`src/rtl/pulse_sched_pkg.sv`:
```
// Shared types and default sizing for the pulse scheduling arbiter.
// Imported by the top and the round-robin selector.
package pulse_sched_pkg;

  localparam int NUM_REQ_DEF = 4;
  localparam int GAP_W_DEF   = 8;

  typedef enum logic [1:0] {
    S_IDLE  = 2'd0,
    S_ISSUE = 2'd1,
    S_GAP   = 2'd2
  } state_t;

endpackage

```
`src/rtl/pulse_sched_arbiter_rr.sv`:
```
// Combinational round-robin selector: the search starts one past
// the last grant and wraps, returning a one-hot grant and its index.
module rr_arbiter
  import pulse_sched_pkg::*;
#(
  parameter int N  = NUM_REQ_DEF,
  parameter int IW = $clog2(N)
) (
  input  logic [N-1:0]  i_pend,
  input  logic [IW-1:0] i_last,
  output logic [N-1:0]  o_gnt,
  output logic [IW-1:0] o_idx,
  output logic          o_any
);

  logic [IW-1:0] w_pos;
  logic          w_found;

  always_comb begin
    o_gnt   = '0;
    o_idx   = '0;
    w_pos   = '0;
    w_found = 1'b0;
    for (int k = 1; k <= N; k++) begin
      w_pos = IW'((int'(i_last) + k) % N);
      if (!w_found && i_pend[w_pos]) begin
        w_found      = 1'b1;
        o_gnt[w_pos] = 1'b1;
        o_idx        = w_pos;
      end
    end
  end

  assign o_any = |i_pend;

endmodule

```
`src/rtl/pulse_sched_arbiter.sv`:
```
// Queues single-cycle requests and issues them one pulse at a time,
// round-robin, with a configurable idle gap after every pulse.
module pulse_sched_arbiter
  import pulse_sched_pkg::*;
#(
  parameter int NUM_REQ = NUM_REQ_DEF,
  parameter int GAP_W   = GAP_W_DEF
) (
  input  logic                       clk_fast,
  input  logic                       rst_n,
  input  logic                       enable,
  input  logic [NUM_REQ-1:0]         req_in,
  input  logic [GAP_W-1:0]           gap_cfg,
  input  logic                       clr_ovf,
  output logic                       pulse_out,
  output logic [$clog2(NUM_REQ)-1:0] pulse_id,
  output logic [NUM_REQ-1:0]         pending,
  output logic [NUM_REQ-1:0]         ovf,
  output logic                       busy
);

  localparam int IW = $clog2(NUM_REQ);

  state_t             r_state;
  logic [GAP_W-1:0]   r_cnt;
  logic [IW-1:0]      r_last;
  logic [IW-1:0]      r_id;
  logic [NUM_REQ-1:0] r_pending;
  logic [NUM_REQ-1:0] r_ovf;
  logic               r_pulse;
  logic               r_busy;

  state_t             w_nxt;
  logic [GAP_W-1:0]   w_cnt_nxt;
  logic [IW-1:0]      w_last_nxt;
  logic [IW-1:0]      w_id_nxt;
  logic [NUM_REQ-1:0] w_take;
  logic               w_pulse_nxt;
  logic               w_busy_nxt;
  logic [NUM_REQ-1:0] w_gnt;
  logic [IW-1:0]      w_idx;
  logic               w_any;

  rr_arbiter #(
    .N  (NUM_REQ),
    .IW (IW)
  ) u_rr (
    .i_pend (r_pending),
    .i_last (r_last),
    .o_gnt  (w_gnt),
    .o_idx  (w_idx),
    .o_any  (w_any)
  );

  always_comb begin
    w_nxt       = r_state;
    w_cnt_nxt   = r_cnt;
    w_last_nxt  = r_last;
    w_id_nxt    = r_id;
    w_take      = '0;
    w_pulse_nxt = 1'b0;
    w_busy_nxt  = 1'b0;
    unique case (r_state)
      S_IDLE: begin
        if (enable && w_any) begin
          w_nxt       = S_ISSUE;
          w_take      = w_gnt;
          w_id_nxt    = w_idx;
          w_last_nxt  = w_idx;
          w_cnt_nxt   = gap_cfg;
          w_pulse_nxt = 1'b1;
          w_busy_nxt  = 1'b1;
        end
      end
      S_ISSUE: begin
        if (r_cnt == '0) begin
          w_nxt = S_IDLE;
        end else begin
          w_nxt      = S_GAP;
          w_busy_nxt = 1'b1;
        end
      end
      S_GAP: begin
        w_cnt_nxt = r_cnt - GAP_W'(1);
        if (r_cnt == GAP_W'(1)) begin
          w_nxt = S_IDLE;
        end else begin
          w_busy_nxt = 1'b1;
        end
      end
      default: w_nxt = S_IDLE;
    endcase
  end

  // A request landing on its own grant edge re-queues without overflow.
  always_ff @(posedge clk_fast or negedge rst_n) begin
    if (!rst_n) begin
      r_state   <= S_IDLE;
      r_cnt     <= '0;
      r_last    <= IW'(NUM_REQ - 1);
      r_id      <= '0;
      r_pending <= '0;
      r_ovf     <= '0;
      r_pulse   <= 1'b0;
      r_busy    <= 1'b0;
    end else begin
      r_state   <= w_nxt;
      r_cnt     <= w_cnt_nxt;
      r_last    <= w_last_nxt;
      r_id      <= w_id_nxt;
      r_pending <= (r_pending & ~w_take) | req_in;
      r_ovf     <= (clr_ovf ? '0 : r_ovf)
                 | (req_in & r_pending & ~w_take);
      r_pulse   <= w_pulse_nxt;
      r_busy    <= w_busy_nxt;
    end
  end

  assign pulse_out = r_pulse;
  assign pulse_id  = r_id;
  assign pending   = r_pending;
  assign ovf       = r_ovf;
  assign busy      = r_busy;

endmodule

```
`config.mk`:
```
export PLATFORM = sky130hd
export DESIGN_NAME = pulse_sched_arbiter
export DESIGN_NICKNAME = d
export VERILOG_FILES = /design/src/rtl/pulse_sched_pkg.sv /design/src/rtl/pulse_sched_arbiter_rr.sv /design/src/rtl/pulse_sched_arbiter.sv
export SDC_FILE = /design/constraint.sdc
export NUM_CORES = 1
export LEC_CHECK = 0
export CAP_MARGIN = 10
export CORE_MARGIN = 3
export CORE_UTILIZATION = 30
export DETAILED_ROUTE_END_ITERATION = 12
export SLEW_MARGIN = 20
export SYNTH_ARGS = -nofsm -noshare
export SYNTH_HDL_FRONTEND = slang
export SYNTH_HIERARCHICAL = 1
export SYNTH_SLANG_ARGS = --single-unit
```
`constraint.sdc`:
```
create_clock -name clk_fast -period 7.5 [get_ports clk_fast]
set_clock_uncertainty 0.05 [all_clocks]
set_input_delay 1.5 -clock clk_fast [delete_from_list [all_inputs] [get_ports clk_fast]]
set_output_delay 1.5 -clock clk_fast [all_outputs]
set_load 0.03 [all_outputs]
```
==> results of run 1 <==
cells in the mapped netlist, drive strengths merged, types with 3 or more instances:
| cell type | instances |
|---|---|
| nand2 | 30 |
| dfrtp | 22 |
| ha | 11 |
| inv | 9 |
| o21ai | 8 |
| buf | 7 |
| nand3 | 7 |
| nor2 | 7 |
| a21oi | 6 |
| a21o | 5 |
| a221o | 5 |
| nor3 | 5 |
| o211ai | 5 |
| a32o | 4 |
| o22a | 4 |
| clkbuf | 3 |
| nor2b | 3 |
kinds of logic (layout without fill, tap and decap cells):
logic type	count (synthesis)	after routing	synth area share, %
AND/OR/NAND/NOR	69	69	22.23
AO/OA/AOI/OAI	49	49	23.19
flip-flops	24	24	35.36
buffers and inverters	19	40	7.263
adder cells (fa/ha/maj)	11	11	8.070
multiplexers	4	4	3.888
layer usage:
| layer | up-vias | wire length (um) |
|---|---|---|
| met4 | 0 | 40 |
| li1 | 690 | - |
| met5 | - | 0 |
| met3 | 4 | 291 |
| met2 | 43 | 1661 |
| met1 | 657 | 1857 |
per-stage QoR:
| stage | instance area [sq um] | util, % | total power, W | hold slack (ns) | setup slack (ns) |
|---|---|---|---|---|---|
| 2_1_floorplan | 1705 | - | 0.0005724 | 0.4510 | 4.822 |
| 3_3_place_gp | 1978 | 37.31 | 0.0006663 | 0.4302 | 4.347 |
| 3_5_place_dp | 1978 | 37.31 | 0.0006681 | 0.4191 | 4.314 |
| 4_1_cts | 2049 | 38.65 | 0.0007855 | 0.4533 | 4.255 |
| 5_1_grt | 2044 | 38.56 | 0.0008477 | 0.4716 | 4.194 |
| 6_report | 2044 | 38.56 | 0.0007799 | 0.4499 | 4.277 |
sequential cells by signal, indices dropped and copies added (netlist names):
register   flops
pending        4
busy           1
ovf            4
r_cnt          8
pulse_id       2
r_last         2
pulse_out      1
r_state        2
final cells by class:
cell class / instances / area [sq um]
Inverter: 9 / 38.79
Multi-Input combinational cell: 133 / 978.4
Timing Repair Buffer: 27 / 265.3
Tap cell: 70 / 87.58
Clock buffer: 3 / 41.29
Fill cell: 549 / 3258
Clock inverter: 1 / 30.03
Sequential cell: 24 / 603.1
power by group:
group | switching [W] | internal, W | total, W
clock network | 0.0000427 | 0.0000714 | 0.000114
logic | 0.000214 | 0.000180 | 0.000394
registers | 0.0000890 | 0.000183 | 0.000272
total | 0.000346 | 0.000434 | 0.000780
worst paths after layout:
check                      slack, ns     endpoint        start
max in group asynchronous       5.87    r_last[1]        rst_n
min reg2reg                     0.45  pulse_id[0]  pulse_id[0]
min in group asynchronous       1.15     r_cnt[3]        rst_n
min                             0.45  pulse_id[0]  pulse_id[0]
max                             4.28   pending[0]   pending[0]
max reg2reg                     4.68       ovf[1]    r_last[0]
==> impl_results.md, run 1 <==
* # nets final at 225
* Grt met2 use at 18.08%
* Seq cells post-synth at 24
* Fin. max-slew vios at 0
* Post-Syn Instances at 176
* Num Clock Sinks at 24
* Commonest non-fill, non-tap cell in the layout: nand2_1
* P_leak at 0.8321 nW
* CTS tree: yes
* Relative slew margins at 63.71%
* Clock Tree Root: clkbuf_8
* Clk buf depth at 2
* Post-CTS sizing at 0
* Max H-tree Level at 1
* Worst path depth at 1
* Vias per cell at 5.221
* WL/cell at 14.42 um
* Drt total wl at 3850 um
* Ys Warns at 6
* Final HPWL DP at 2813 um
* Slowest cell on crit path: clkdlybuf4s50_1
* Overflow after GRT at 0
* Achievable Freq at 0.3103 GHz
* Number of global-route vias before repair at 1,324
* Total power divided by cell area at 381.5 mW/mm^2
* Share of synthesized registers carrying an async set or reset at 100.0%
* Worst R2R Path Depth at 7
* Crit path buf inv count at 1
* Hold crit path type: register to register
* Crit share post-route at 42.97%
* Startpoint types: register
* Core Box Area at 0.005303 sq mm
* Status: finished, final reports clean
* Initial antenna violation count at 0
* Final min period at 3.223 ns
* Iter 0 DRT Violations at 59
* Met3 usage in global routing at 3.326%
* Hold buffers post-CTS at 0
* DR pass1 iterations at 4
* CTS buffer count at 3
* Number of max-cap violations at 0
* Measured slew at the worst slew-check pin at 0.5443 ns
* GR Layer Usage met1 at 17.58%
* DRC at 0
* Worst-path clk slew at 0.09 ns
* Die Width at 81.40 um
* Final hold vios at 0
* Top_reg_cell synth: dfrtp_1
* Clk_lat worst skew at 0.27 ns
* Share of cells above drive strength 1 at 13.71%
* Die H at 81.40 um
* Core Rows at 26
* DRT antenna net count at 0
* Syn Nets at 203
* CP Cell Sequence: clkdlybuf4s50_1
* Synth Cell Area at 0.001705 sq mm
* Top fanout value on the critical path at 16
* First-pass GRT wire length at 6451 um
* Most frequent cells in the layout: nand2_1 (28), clkdlybuf4s50_1 (26), dfrtp_1 (22)
* Largest cells by area after synthesis: dfrtp_1 (32%), ha_1 (8.1%), nand2_1 (6.2%)
* Finished Layout Cells at 267
* Setup violations, final at 0
* Total track usage at 12.14%
* Largest net degree at the start of global routing at 25
* Total vias in the final route at 1,394
* Antenna cells at 0
* PortBufs at 27
* Setup_tns at 0 ns
* Post-synth top area cell: dfrtp_1
* Family with the most delay on the worst path: buffers and inverters
* Synthesized area per cell at 9.690 sq um
* Starting Density at 32.16%
* Setup crit end kind: primary output
* GPL Wtd Cong at 0.7598
* Share of the synthesized area in the top cell type at 32.28%
* Critical Path AT at 1.67 ns
* Worst EP required at 5.95 ns
* Critical path type: register to primary output
* Post-Place Cells at 263
* Sequential area share after synthesis at 35.36%
* Hold depth at 2
* EDFF count, synth at 0
* CP max stage delay at 0.76 ns
* IO Pins at 28
* Layout area overhead at 19.88%
* VDD IR max at 0.0001102 V
* Gr busiest metal: met2
* Unrepaired setup endpoints after global routing: false
* Die area at 0.006625 sq mm
* Synth cell types at 53
* Post-CTS setup buffer count at 0
No activity file was read; power rests on OpenSTA's default activity.
==> inputs of run 2 (changes only) <==
==> constraint.sdc (replaced) <==
create_clock -name clk_fast -period 3.1 [get_ports clk_fast]
set_clock_uncertainty 0.05 [all_clocks]
set_input_delay 0.62 -clock clk_fast [delete_from_list [all_inputs] [get_ports clk_fast]]
set_output_delay 0.62 -clock clk_fast [all_outputs]
set_load 0.03 [all_outputs]
==> impl_results.md, run 2 (same netlist as run 1, synthesis figures left out) <==
* GPL Wtd Cong at 0.8040 (+5.8%)
* Final core occ at 39.07% (+0.52 points)
* Crit share post-route at 82.30%
* Die Width at 81.40 um (unchanged)
* DR pass1 iterations at 4 (unchanged)
* Core Box Area at 0.005303 sq mm (unchanged)
* Most frequent cells in the layout: nand2_1 (28), clkdlybuf4s50_1 (27), dfrtp_1 (22)
* Critical Path AT at 2.71 ns (+1.04 ns)
* Layout area overhead at 21.50%
* Post-CTS sizing at 0 (unchanged)
* Unrepaired setup endpoints after global routing: false
* Area occupied by multi-input gates at 978.4 sq um (unchanged)
* CTS tree: yes
* Overflow after GRT at 0 (unchanged)
* # nets final at 228 (+1.3%)
* IO Pins at 28 (unchanged)
* PortBufs at 27 (unchanged)
* R2r endpoint: ovf[1]
* Total vias in the final route at 1,383 (-0.79%)
* Slowest cell on crit path: dfstp_2
* Final HPWL DP at 2753 um (-2.1%)
* DRC at 0 (unchanged)
* Max FFs per register at 8 (unchanged)
* Worst hold endpoint: pulse_id[0]
* Status: finished, final reports clean
* Register area at 603.1 sq um (unchanged)
* Total track usage at 12.78% (+0.64 points)
* First-pass GRT wire length at 6686 um (+3.6%)
* Share of cells above drive strength 1 at 14.50% (+0.79 points)
* Worst-path clk slew at 0.09 ns (about the same)
* Commonest non-fill, non-tap cell in the layout: nand2_1
* Starting Density at 32.16% (unchanged)
* CP Cell Sequence: inv_1, ha_1, buf_4, a221oi_2, a211oi_4, a221o_1, nand2_4, a32o_2
* Reg2reg start: r_last[0]
* Reg2Reg Setup Slack at 0.55 ns (-4.13 ns)
* Worst EP required at 3.26 ns (-2.69 ns)
* Total chip power at 0.001912 W (+150%)
* Met3 WL post-DR at 155 um (-47%)
* Top fanout value on the critical path at 19 (+3)
* Max H-tree Level at 1 (unchanged)
* Switching power of the nets at 0.0008416 W (+140%)
* Hold depth at 2 (unchanged)
* Clk buf depth at 2 (unchanged)
* Switching part of the total power at 44.01% (-0.31 points)
* Num Clock Sinks at 24 (unchanged)
* Clock Tree Root: clkbuf_8
* Final min period at 2.551 ns
* Vias per cell at 5.122 (-1.9%)
* CP max stage delay at 0.76 ns (about the same)
* Metal2 WL at 1744 um (+5.0%)
* Gate power share at 52.2% (+1.7 points)
* Met1 WL at 1950 um (+5.0%)
* Critical path type: register to register
* Clk network pwr share at 14.6% (about the same)
* CTS buffer count at 3 (unchanged)
* Family with the most delay on the worst path: compound AO/OA/AOI/OAI gates
* Hold crit path type: register to register
* Initial antenna violation count at 0 (unchanged)
* Core Rows at 26 (unchanged)
* Worst R2R Path Depth at 8 (+1)
* Int Power at 0.001070 W (+150%)
* Post-CTS setup buffer count at 0 (unchanged)
* Die H at 81.40 um (unchanged)
* Largest net degree at the start of global routing at 25 (unchanged)
* Highest metal used: met4
* VDD IR max at 0.0002677 V (+140%)
* Clk_lat worst skew at 0.26 ns (about the same)
* Achievable Freq at 0.3919 GHz
* Number of global-route vias before repair at 1,354 (+2.3%)
* Relative slew margins at 66.34% (+2.6 points)
* Setup_tns at 0 ns (unchanged)
* Hold Startpoint: pulse_id[0]
* Drt total wl at 3878 um (+0.73%)
* Setup violations, final at 0 (unchanged)
* Final hold vios at 0 (unchanged)
* Total power divided by cell area at 922.8 mW/mm^2 (+140%)
* Hold buffers post-CTS at 0 (unchanged)
* Startpoint types: register
* Layout filler cell count at 523 (-4.7%)
* Setup crit start: r_last[0]
* Number of max-cap violations at 0 (unchanged)
* DRT antenna net count at 0 (unchanged)
* P_leak at 0.8468 nW (+1.8%)
* Die area at 0.006625 sq mm (unchanged)
* WL/cell at 14.36 um (-0.39%)
* Measured slew at the worst slew-check pin at 0.5049 ns (-0.03944 ns)
* Flop pwr share at 33.3% (-1.6 points)
* Setup crit end kind: register
* Top reg by flops: r_cnt
* Fin. max-slew vios at 0 (unchanged)
* Antenna cells at 0 (unchanged)
* Iter 0 DRT Violations at 93 (+58%)
* Crit path buf inv count at 2 (+1)
run 2: metrics by stage:
stage,hold slack [ns],instance area [sq um],cells,worst slack (ns)
4_1_cts,0.4475,2072,270,0.5447
2_1_floorplan,0.2744,1705,176,0.4693
5_1_grt,0.4676,2072,270,0.3952
6_report,0.4418,2072,270,0.5486
3_3_place_gp,0.4098,2001,266,0.6244
3_5_place_dp,0.4179,2001,266,0.5688
run 2: routing by layer:
layer | up-vias | track usage (%)
li1 | 699 | -
met1 | 658 | 17.97
met2 | 24 | 20.44
met3 | 2 | 1.996
met4 | 0 | 3.041
met5 | - | 0
run 2: cell type report:
class                      count  area share, %
multi-input combinational    133          47.22
sequential                    24          29.11
timing repair buffer          30          14.13
tap                           70          4.227
clock buffer                   3          1.993
inverter                       9          1.872
clock inverter                 1          1.449
run 2: how the worst max path moves through the flow:
| stage | to | slack [ns] | cells past startpoint |
|---|---|---|---|
| floorplan | ovf[1] | 0.47 | 9 |
| global placement | ovf[1] | 0.62 | 8 |
| detailed placement | ovf[2] | 0.57 | 8 |
| CTS | ovf[2] | 0.54 | 8 |
| global route | ovf[2] | 0.40 | 8 |
| finish | ovf[1] | 0.55 | 8 |
run 2: power by group through the flow:
stage | sequential [W] | clock, W | combinational [W]
finish | 0.000636 | 0.000279 | 0.000997
global route | 0.000663 | 0.000300 | 0.00112
CTS | 0.000634 | 0.000284 | 0.00100
detailed placement | 0.000639 | 0 | 0.000993
global placement | 0.000637 | 0 | 0.000987
floorplan | 0.000653 | 0 | 0.000732
run 2: worst min-delay path: stages (launching register included):
cell,delay (ns)
dfrtp_1,0.36
nand2_1,0.05
nand2_1,0.05
==> inputs of run 3 (changes only) <==
==> constraint.sdc (replaced) <==
create_clock -name clk_fast -period 2.65 [get_ports clk_fast]
set_clock_uncertainty 0.05 [all_clocks]
set_input_delay 0.53 -clock clk_fast [delete_from_list [all_inputs] [get_ports clk_fast]]
set_output_delay 0.53 -clock clk_fast [all_outputs]
set_load 0.03 [all_outputs]
==> impl_results.md, run 3 (same netlist as run 1, synthesis figures left out) <==
* Fin. max-slew vios at 0 (unchanged)
* Die H at 81.40 um (unchanged)
* Measured slew at the worst slew-check pin at 0.4999 ns (-0.004928 ns)
* Layout filler cell count at 511 (-2.3%)
* Final HPWL DP at 2777 um (+0.89%)
* P_leak at 0.8606 nW (+1.6%)
* Relative slew margins at 66.67% (+0.33 points)
* CTS tree: yes
* Total vias in the final route at 1,394 (+0.80%)
* Worst EP required at 2.81 ns (-0.45 ns)
* Vias per cell at 5.106 (-0.31%)
* Achievable Freq at 0.4099 GHz (+4.6%)
* Top fanout value on the critical path at 10 (-9)
* Critical Path AT at 2.59 ns (-0.12 ns)
* Family with the most delay on the worst path: flip-flops
* Final min period at 2.440 ns (-0.1117 ns)
* Crit path buf inv count at 1 (-1)
* Layout area overhead at 22.82%
* Unrepaired setup endpoints after global routing: false
* Top reg by flops: r_cnt
* Share of cells above drive strength 1 at 15.76% (+1.3 points)
* CTS buffer count at 3 (unchanged)
* Startpoint types: register
* Largest net degree at the start of global routing at 25 (unchanged)
* Min Hold Slack at 0.4476 ns (+0.005762 ns)
* Max H-tree Level at 1 (unchanged)
* IO Pins at 28 (unchanged)
* Core Rows at 26 (unchanged)
* CP Cell Sequence: inv_1, ha_1, mux4_2, nand2_1, o21ai_1, a221o_1, nand2_4, a32o_2
* CP max stage delay at 0.63 ns (-0.13 ns)
* Post-CTS sizing at 0 (unchanged)
* Core Box Area at 0.005303 sq mm (unchanged)
* DR pass1 iterations at 4 (unchanged)
* First-pass GRT wire length at 6361 um (-4.9%)
* Total track usage at 11.89% (-0.89 points)
* Clk_lat worst skew at 0.26 ns (about the same)
* Die Width at 81.40 um (unchanged)
* Setup crit end kind: register
* VDD IR max at 0.0003225 V (+20%)
* Num Clock Sinks at 24 (unchanged)
* Total power divided by cell area at 1075 mW/mm^2 (+17%)
* Iter 0 DRT Violations at 83 (-11%)
* Worst-path clk slew at 0.09 ns (about the same)
* Status: finished, final reports clean
* Number of max-cap violations at 0 (unchanged)
* Final hold vios at 0 (unchanged)
* Slowest cell on crit path: dfstp_2
* DRT antenna net count at 0 (unchanged)
* Starting Density at 32.16% (unchanged)
* DRC at 0 (unchanged)
* Antenna cells at 0 (unchanged)
* Number of global-route vias before repair at 1,323 (-2.3%)
* # nets final at 231 (+1.3%)
* PortBufs at 27 (unchanged)
* Overflow after GRT at 0 (unchanged)
* Max FFs per register at 8 (unchanged)
* Setup_tns at 0 ns (unchanged)
* Initial antenna violation count at 0 (unchanged)
* Hold crit path type: register to register
* Most frequent cells in the layout: nand2_1 (28), clkdlybuf4s50_1 (27), dfrtp_1 (22)
* Crit share post-route at 92.07% (+9.8 points)
* Die area at 0.006625 sq mm (unchanged)
* Commonest non-fill, non-tap cell in the layout: nand2_1
* Critical path type: register to register
* GPL Wtd Cong at 0.8219 (+2.2%)
* Clock Tree Root: clkbuf_8
* Drt total wl at 3711 um (-4.3%)
* Setup violations, final at 0 (unchanged)
* Hold buffers post-CTS at 0 (unchanged)
* Post-CTS setup buffer count at 0 (unchanged)
* WL/cell at 13.59 um (-5.4%)
* Clk buf depth at 2 (unchanged)
==> run 3: cell count changes in the layout (fill, tap and decap cells not counted) <==
cell   before  now
buf_4       3    6
==> run 3: where the power goes <==
part	internal [W]	leakage (nW)	switching (W)
combinational	0.000561	0.558	0.000660
clock	0.000202	0.0357	0.000117
sequential	0.000516	0.267	0.000196
total	0.00128	0.861	0.000974
==> run 3: worst min-delay path, cell delays in order, from the launching register on <==
cell and delay [ns]:
dfrtp_1 0.36, nand2_1 0.05, nand2_1 0.06
==> run 3: area by class of cell <==
type / count / area (sq um) / share of cell area (%)
Timing Repair Buffer: 33 / 315.3 / 15.05
Clock inverter: 1 / 30.03 / 1.434
Sequential cell: 24 / 603.1 / 28.79
Tap cell: 70 / 87.58 / 4.182
Multi-Input combinational cell: 133 / 978.4 / 46.71
Clock buffer: 3 / 41.29 / 1.971
Inverter: 9 / 38.79 / 1.852
==> run 3: per-layer routing <==
layer	part of all wire [%]	wire, um	global-route usage (%)
met2	43	1609	18.32
met3	5.0	187	1.885
met1	51	1878	17.40
met5	0	0	0
met4	0.97	36	2.534
==> run 3: metrics by stage <==
| step | worst slack, ns | area, sq um | cells | utilization (%) | power [W] |
|---|---|---|---|---|---|
| after floorplan | 0.01929 | 1705 | 176 | - | 0.001620 |
| final | 0.2102 | 2095 | 273 | 39.50 | 0.002252 |
| after CTS | 0.2249 | 2095 | 273 | 39.50 | 0.002268 |
| after global routing | 0.07357 | 2095 | 273 | 39.50 | 0.002444 |
| after detailed placement | 0.2389 | 2023 | 269 | 38.15 | 0.001930 |
| after global placement | 0.3104 | 2023 | 269 | 38.15 | 0.001931 |
==> run 3: final timing paths <==
kind	startpoint	slack, ns	cells past startpoint	end
max	r_last[0]	0.21	8	ovf[1]
min reg2reg	pulse_id[1]	0.45	2	pulse_id[1]
min in group asynchronous	rst_n	0.56	2	r_cnt[7]
min	pulse_id[1]	0.45	2	pulse_id[1]
max in group asynchronous	rst_n	1.69	2	r_last[0]
max reg2reg	r_last[0]	0.21	8	ovf[1]
==> patch 1: new RTL, flow settings as in run 2 <==
`GAP_W_DEF`: 8 -> 12.
--- a/src/rtl/pulse_sched_pkg.sv
+++ b/src/rtl/pulse_sched_pkg.sv
@@ -3,7 +3,7 @@
 package pulse_sched_pkg;
 
   localparam int NUM_REQ_DEF = 4;
-  localparam int GAP_W_DEF   = 8;
+  localparam int GAP_W_DEF   = 12;
 
   typedef enum logic [1:0] {
     S_IDLE  = 2'd0,
Interface: changed (resized gap_cfg); port bits go from 28 to 32. No check against the original RTL was run, so the function may have changed too.
==> patch 1 against run 2 <==
Count of clock-buffer cells in the layout up 1; total power up 7.2%; critical path depth up 1; wire length up 15%; worst hold slack worse by 0.0091 ns; critical endpoint is now ovf[0]$_DFF_PN0_; final area up 12%; sequential cell count up 4; clock power down 27%; highest routed layer unchanged; sequential power up 18%; area after synthesis up 12%; worst setup slack better by 0.076 ns.
==> patch 1: results (changes against run 2) <==
| Metric | Value |
|---|---|
| Synth area leaders | `dfrtp_1 34%, ha_1 7.2%, nand2_1 6.5%, dfstp_2 2.7%, nor2_1 2.7%` |
| Worst Reg-to-Reg Cells | `9 (+1)` |
| Relative slew slack | `0.502 (-0.162)` |
| Met3 GRT Util | `0.0279 (+0.00790)` |
| RR Endpoint | `ovf[0]$_DFF_PN0_` |
| Sink of the worst hold path | `pulse_id[1]$_DFFE_PN0P_` |
| DR WL met3 | `207 µm (+34%)` |
| Met1 wire length | `2280 µm (+17%)` |
| PortBufs | `31 (+15%)` |
| DR WL/cell | `14.5 µm (+1.0%)` |
| Clock power share | `0.099 (-0.047)` |
| Antenna violations before repair | `0 (unchanged)` |
| Register area share after synthesis | `0.368 (+0.0139)` |
| Worst-skew pair later-pin latency | `0.27 ns` |
| Antenna diode instance count | `0 (unchanged)` |
| Largest register FFs | `12 (+4)` |
| Num CTS Buffers | `3 (unchanged)` |
| Fraction of the mapped netlist area in adder cells | `0.0719 (-0.00876)` |
| Max VDD drop | `0.000356 V (+33%)` |
| Crit path launch | `r_last[1]$_DFFE_PN1P_` |
| Mapped Nets | `235 (+16%)` |
| Arr. time, crit path | `2.63 ns (-0.08 ns)` |
| Largest net degree at the start of global routing | `18 (-28%)` |
| Top delay family on crit path | `compound AO/OA/AOI/OAI gates` |
| Layout cells sized above 1 | `0.116 (-0.0286)` |
| Commonest cells in the netlist | `33 x nand2_1, 26 x dfrtp_1, 14 x nor2_1` |
| Crit path capture | `ovf[0]$_DFF_PN0_` |
| Routing usage on met2 | `0.192 (-0.0123)` |
| 1st-iter DRT viols | `102 (+9.7%)` |
| Hold/Removal Path Class | `reg2reg` |
| Routed Antenna Nets | `0 (unchanged)` |
| Met1 usage | `0.173 (-0.00679)` |
| Post-CTS setup buffers | `0 (unchanged)` |
| Largest family of logic cells by synthesized area | `simple AND/OR/NAND/NOR gates` |
| Vias per cell | `5.16 (+0.79%)` |
| Crit-path max FO | `11 (-8)` |
| Vias in the first global route | `1586 (+17%)` |
| P_sw | `953 µW (+13%)` |
| Post-detail-place hpwl | `3180 µm (+15%)` |
| Placer Congestion | `0.775 (-3.6%)` |
| Synth cell types | `57 (+7.5%)` |
| Combinational fraction of design power | `0.536 (+0.014)` |
| First-pass GRT wire length | `7470 µm (+12%)` |
| Synth Area in Compound Gates | `0.208 (-0.0239)` |
| Power Internal | `1100 µW (+2.5%)` |
| Worst path slowest cell | `dfstp_2` |
| Status | `completed` |
| Worst Hold Launch | `pulse_id[1]$_DFFE_PN0P_` |
| Mux cell area share after synthesis | `0.0347 (-0.00422)` |
| Nets | `264 (+16%)` |
| Main synth FF type | `dfrtp_1` |
| Metal2 WL | `1960 µm (+12%)` |
| R2r setup slk | `0.62 ns (+0.08 ns)` |
| LEAKAGE | `0.000949 µW (+12%)` |
| Fill cells | `630 (+20%)` |
| Hold path depth | `2 (unchanged)` |
| Overall Global Routing Usage | `0.123 (-0.00432)` |
| Post-CTS Resized | `0 (unchanged)` |
| CP peak stage delay | `0.66 ns (-0.10 ns)` |
| Pre-antenna DRT Iters | `4 (unchanged)` |
## patch 1: stage by stage
stage | utilization | setup slack, ns | std cells | cell area [µm²] | hold slack (ns)
after floorplan | - | 0.463 | 204 | 1910 | 0.274
after global placement | 0.374 | 0.644 | 303 | 2270 | 0.417
after detailed placement | 0.374 | 0.624 | 303 | 2270 | 0.417
after CTS | 0.382 | 0.618 | 307 | 2310 | 0.440
after global routing | 0.382 | 0.400 | 307 | 2310 | 0.476
final | 0.382 | 0.624 | 307 | 2310 | 0.433
## patch 1: layout make-up
| class | count | area share |
|---|---|---|
| clock buffers | 4 | 0.0195 |
| inverters | 11 | 0.0178 |
| multi-input cells | 154 | 0.471 |
| flip-flops and latches | 28 | 0.304 |
| well taps | 75 | 0.0406 |
| repair buffers | 35 | 0.147 |
==> patch 2: new RTL, flow settings as in run 2 <==
Without the edit above. Register the inputs `enable`, `req_in`, `gap_cfg` and `clr_ovf` before use. The logic sees them one clock later.
--- a/src/rtl/pulse_sched_arbiter.sv
+++ b/src/rtl/pulse_sched_arbiter.sv
@@ -20,6 +20,18 @@
 );
 
   localparam int IW = $clog2(NUM_REQ);
+
+  logic enable_q;
+  logic [NUM_REQ-1:0] req_q;
+  logic [GAP_W-1:0] gap_cfg_q;
+  logic clr_ovf_q;
+
+  always_ff @(posedge clk_fast) begin
+    enable_q  <= enable;
+    req_q     <= req_in;
+    gap_cfg_q <= gap_cfg;
+    clr_ovf_q <= clr_ovf;
+  end
 
   state_t             r_state;
   logic [GAP_W-1:0]   r_cnt;
@@ -62,12 +74,12 @@
     w_busy_nxt  = 1'b0;
     unique case (r_state)
       S_IDLE: begin
-        if (enable && w_any) begin
+        if (enable_q && w_any) begin
           w_nxt       = S_ISSUE;
           w_take      = w_gnt;
           w_id_nxt    = w_idx;
           w_last_nxt  = w_idx;
-          w_cnt_nxt   = gap_cfg;
+          w_cnt_nxt   = gap_cfg_q;
           w_pulse_nxt = 1'b1;
           w_busy_nxt  = 1'b1;
         end
@@ -108,9 +120,9 @@
       r_cnt     <= w_cnt_nxt;
       r_last    <= w_last_nxt;
       r_id      <= w_id_nxt;
-      r_pending <= (r_pending & ~w_take) | req_in;
-      r_ovf     <= (clr_ovf ? '0 : r_ovf)
-                 | (req_in & r_pending & ~w_take);
+      r_pending <= (r_pending & ~w_take) | req_q;
+      r_ovf     <= (clr_ovf_q ? '0 : r_ovf)
+                 | (req_q & r_pending & ~w_take);
       r_pulse   <= w_pulse_nxt;
       r_busy    <= w_busy_nxt;
     end
Behaviour: not the same (a bounded check fails within 4 cycles, from zero or initial values and one cycle with rst_n low).
==> patch 2 against run 2 <==
Sequential cell count up 14; highest routed layer unchanged; combinational power down 3.1%; wire length up 1.0%; fmax down 6.5%; worst hold slack worse by 0.049 ns; first-iteration DRC count down 18%; final area up 15%; area after synthesis up 16%; worst setup slack worse by 0.18 ns; core utilization down 1.6 points; via count up 9.2%; total power up 15%.
==> patch 2: results (changes against run 2) <==
| Metric | Value |
|---|---|
| Placer Congestion | `0.873 (+8.5%)` |
| Commonest cells in the netlist | `28 x nand2_1, 22 x dfrtp_1, 14 x dfxtp_1` |
| 1st-iter DRT viols | `76 (-18%)` |
| Hold path depth | `1 (-1)` |
| FFs w/ async S/R, synth | `0.632 (-0.368)` |
| Top delay family on crit path | `flip-flops` |
| Largest net degree at the start of global routing | `25 (unchanged)` |
| Nets | `243 (+6.6%)` |
| Overall Global Routing Usage | `0.113 (-0.0147)` |
| Num CTS Buffers | `5 (+2)` |
| Status | `completed` |
| CP peak stage delay | `0.74 ns (-0.02 ns)` |
| Synth cell types | `54 (+1.9%)` |
| Layout cells sized above 1 | `0.147 (+0.00247)` |
| Power Internal | `1310 µW (+23%)` |
| Combinational power | `966 µW (-3.1%)` |
| Worst-skew pair later-pin latency | `0.29 ns (+0.03 ns)` |
| Worst-path clk slew | `0.07 ns (-0.02 ns)` |
| H-tree depth | `2 (+1)` |
| Synth area leaders | `dfrtp_1 28%, dfxtp_1 14%, ha_1 6.9%, nand2_1 5.3%, dfstp_2 2.6%` |
| Post-CTS setup buffers | `0 (unchanged)` |
| Max VDD drop | `0.000471 V (+76%)` |
| Fin cells | `294 (+8.9%)` |
| Relative slew slack | `0.681 (+0.0171)` |
| Dpl ws | `0.385 ns (-0.184 ns)` |
| First-pass GRT wire length | `6840 µm (+2.4%)` |
| Post-detail-place hpwl | `2720 µm (-1.3%)` |
| Routed vias | `1510 (+9.2%)` |
| Combinational fraction of design power | `0.440 (-0.082)` |
| Clock power share | `0.184 (+0.038)` |
| Register area share after synthesis | `0.445 (+0.0912)` |
| LEAKAGE | `0.000982 µW (+16%)` |
| Placed cells | `286 (+7.5%)` |
| Mapped Nets | `217 (+6.9%)` |
| PortBufs | `27 (unchanged)` |
-- patch 2: area by class of cell --
cell class | instances | area [µm²]
Timing Repair Buffer | 29 | 285
Clock inverter | 3 | 40.0
Inverter | 9 | 38.8
Tap cell | 77 | 96.3
Sequential cell | 38 | 883
Fill cell | 671 | 4000
Clock buffer | 5 | 68.8
Multi-Input combinational cell | 133 | 978
-- patch 2: worst paths after layout --
kind / start / endpoint / slack (ns)
min in group asynchronous: rst_n / r_cnt[5]$_DFFE_PN0P_ / 0.64
max in group asynchronous: rst_n / r_last[0]$_DFFE_PN1P_ / 2.07
worst min register to register: req_q[0]$_DFF_P_ / pending[0]$_DFF_PN0_ / 0.39
worst max-delay path: r_last[0]$_DFFE_PN1P_ / ovf[2]$_DFF_PN0_ / 0.37
worst min-delay path: req_q[0]$_DFF_P_ / pending[0]$_DFF_PN0_ / 0.39
worst max register to register: r_last[0]$_DFFE_PN1P_ / ovf[2]$_DFF_PN0_ / 0.37
-- patch 2: worst reg2reg max path, stage by stage (launching register included) --
cell and delay [ns]:
dfstp_2 0.74, inv_1 0.19, ha_1 0.54, mux4_2 0.46
nand2_1 0.11, o21ai_1 0.06, a221o_1 0.30, nand2_4 0.07
a32o_2 0.15
-- patch 2: per-layer routing --
metal / track usage / vias up / share of wire
li1: - / 741 / -
met1: 0.156 / 733 / 0.48
met2: 0.167 / 32 / 0.46
met3: 0.0293 / 4 / 0.041
met4: 0.0460 / 0 / 0.013
met5: 0 / - / 0
-- patch 2: kinds of logic after synthesis --
family | Yosys count | share of synthesized area
AOI/OAI and AO/OA | 49 | 0.199
adders and majority gates | 11 | 0.0693
buffers and inverters | 19 | 0.0624
DFF | 38 | 0.445
muxes | 4 | 0.0334
and+or+nand+nor | 69 | 0.191
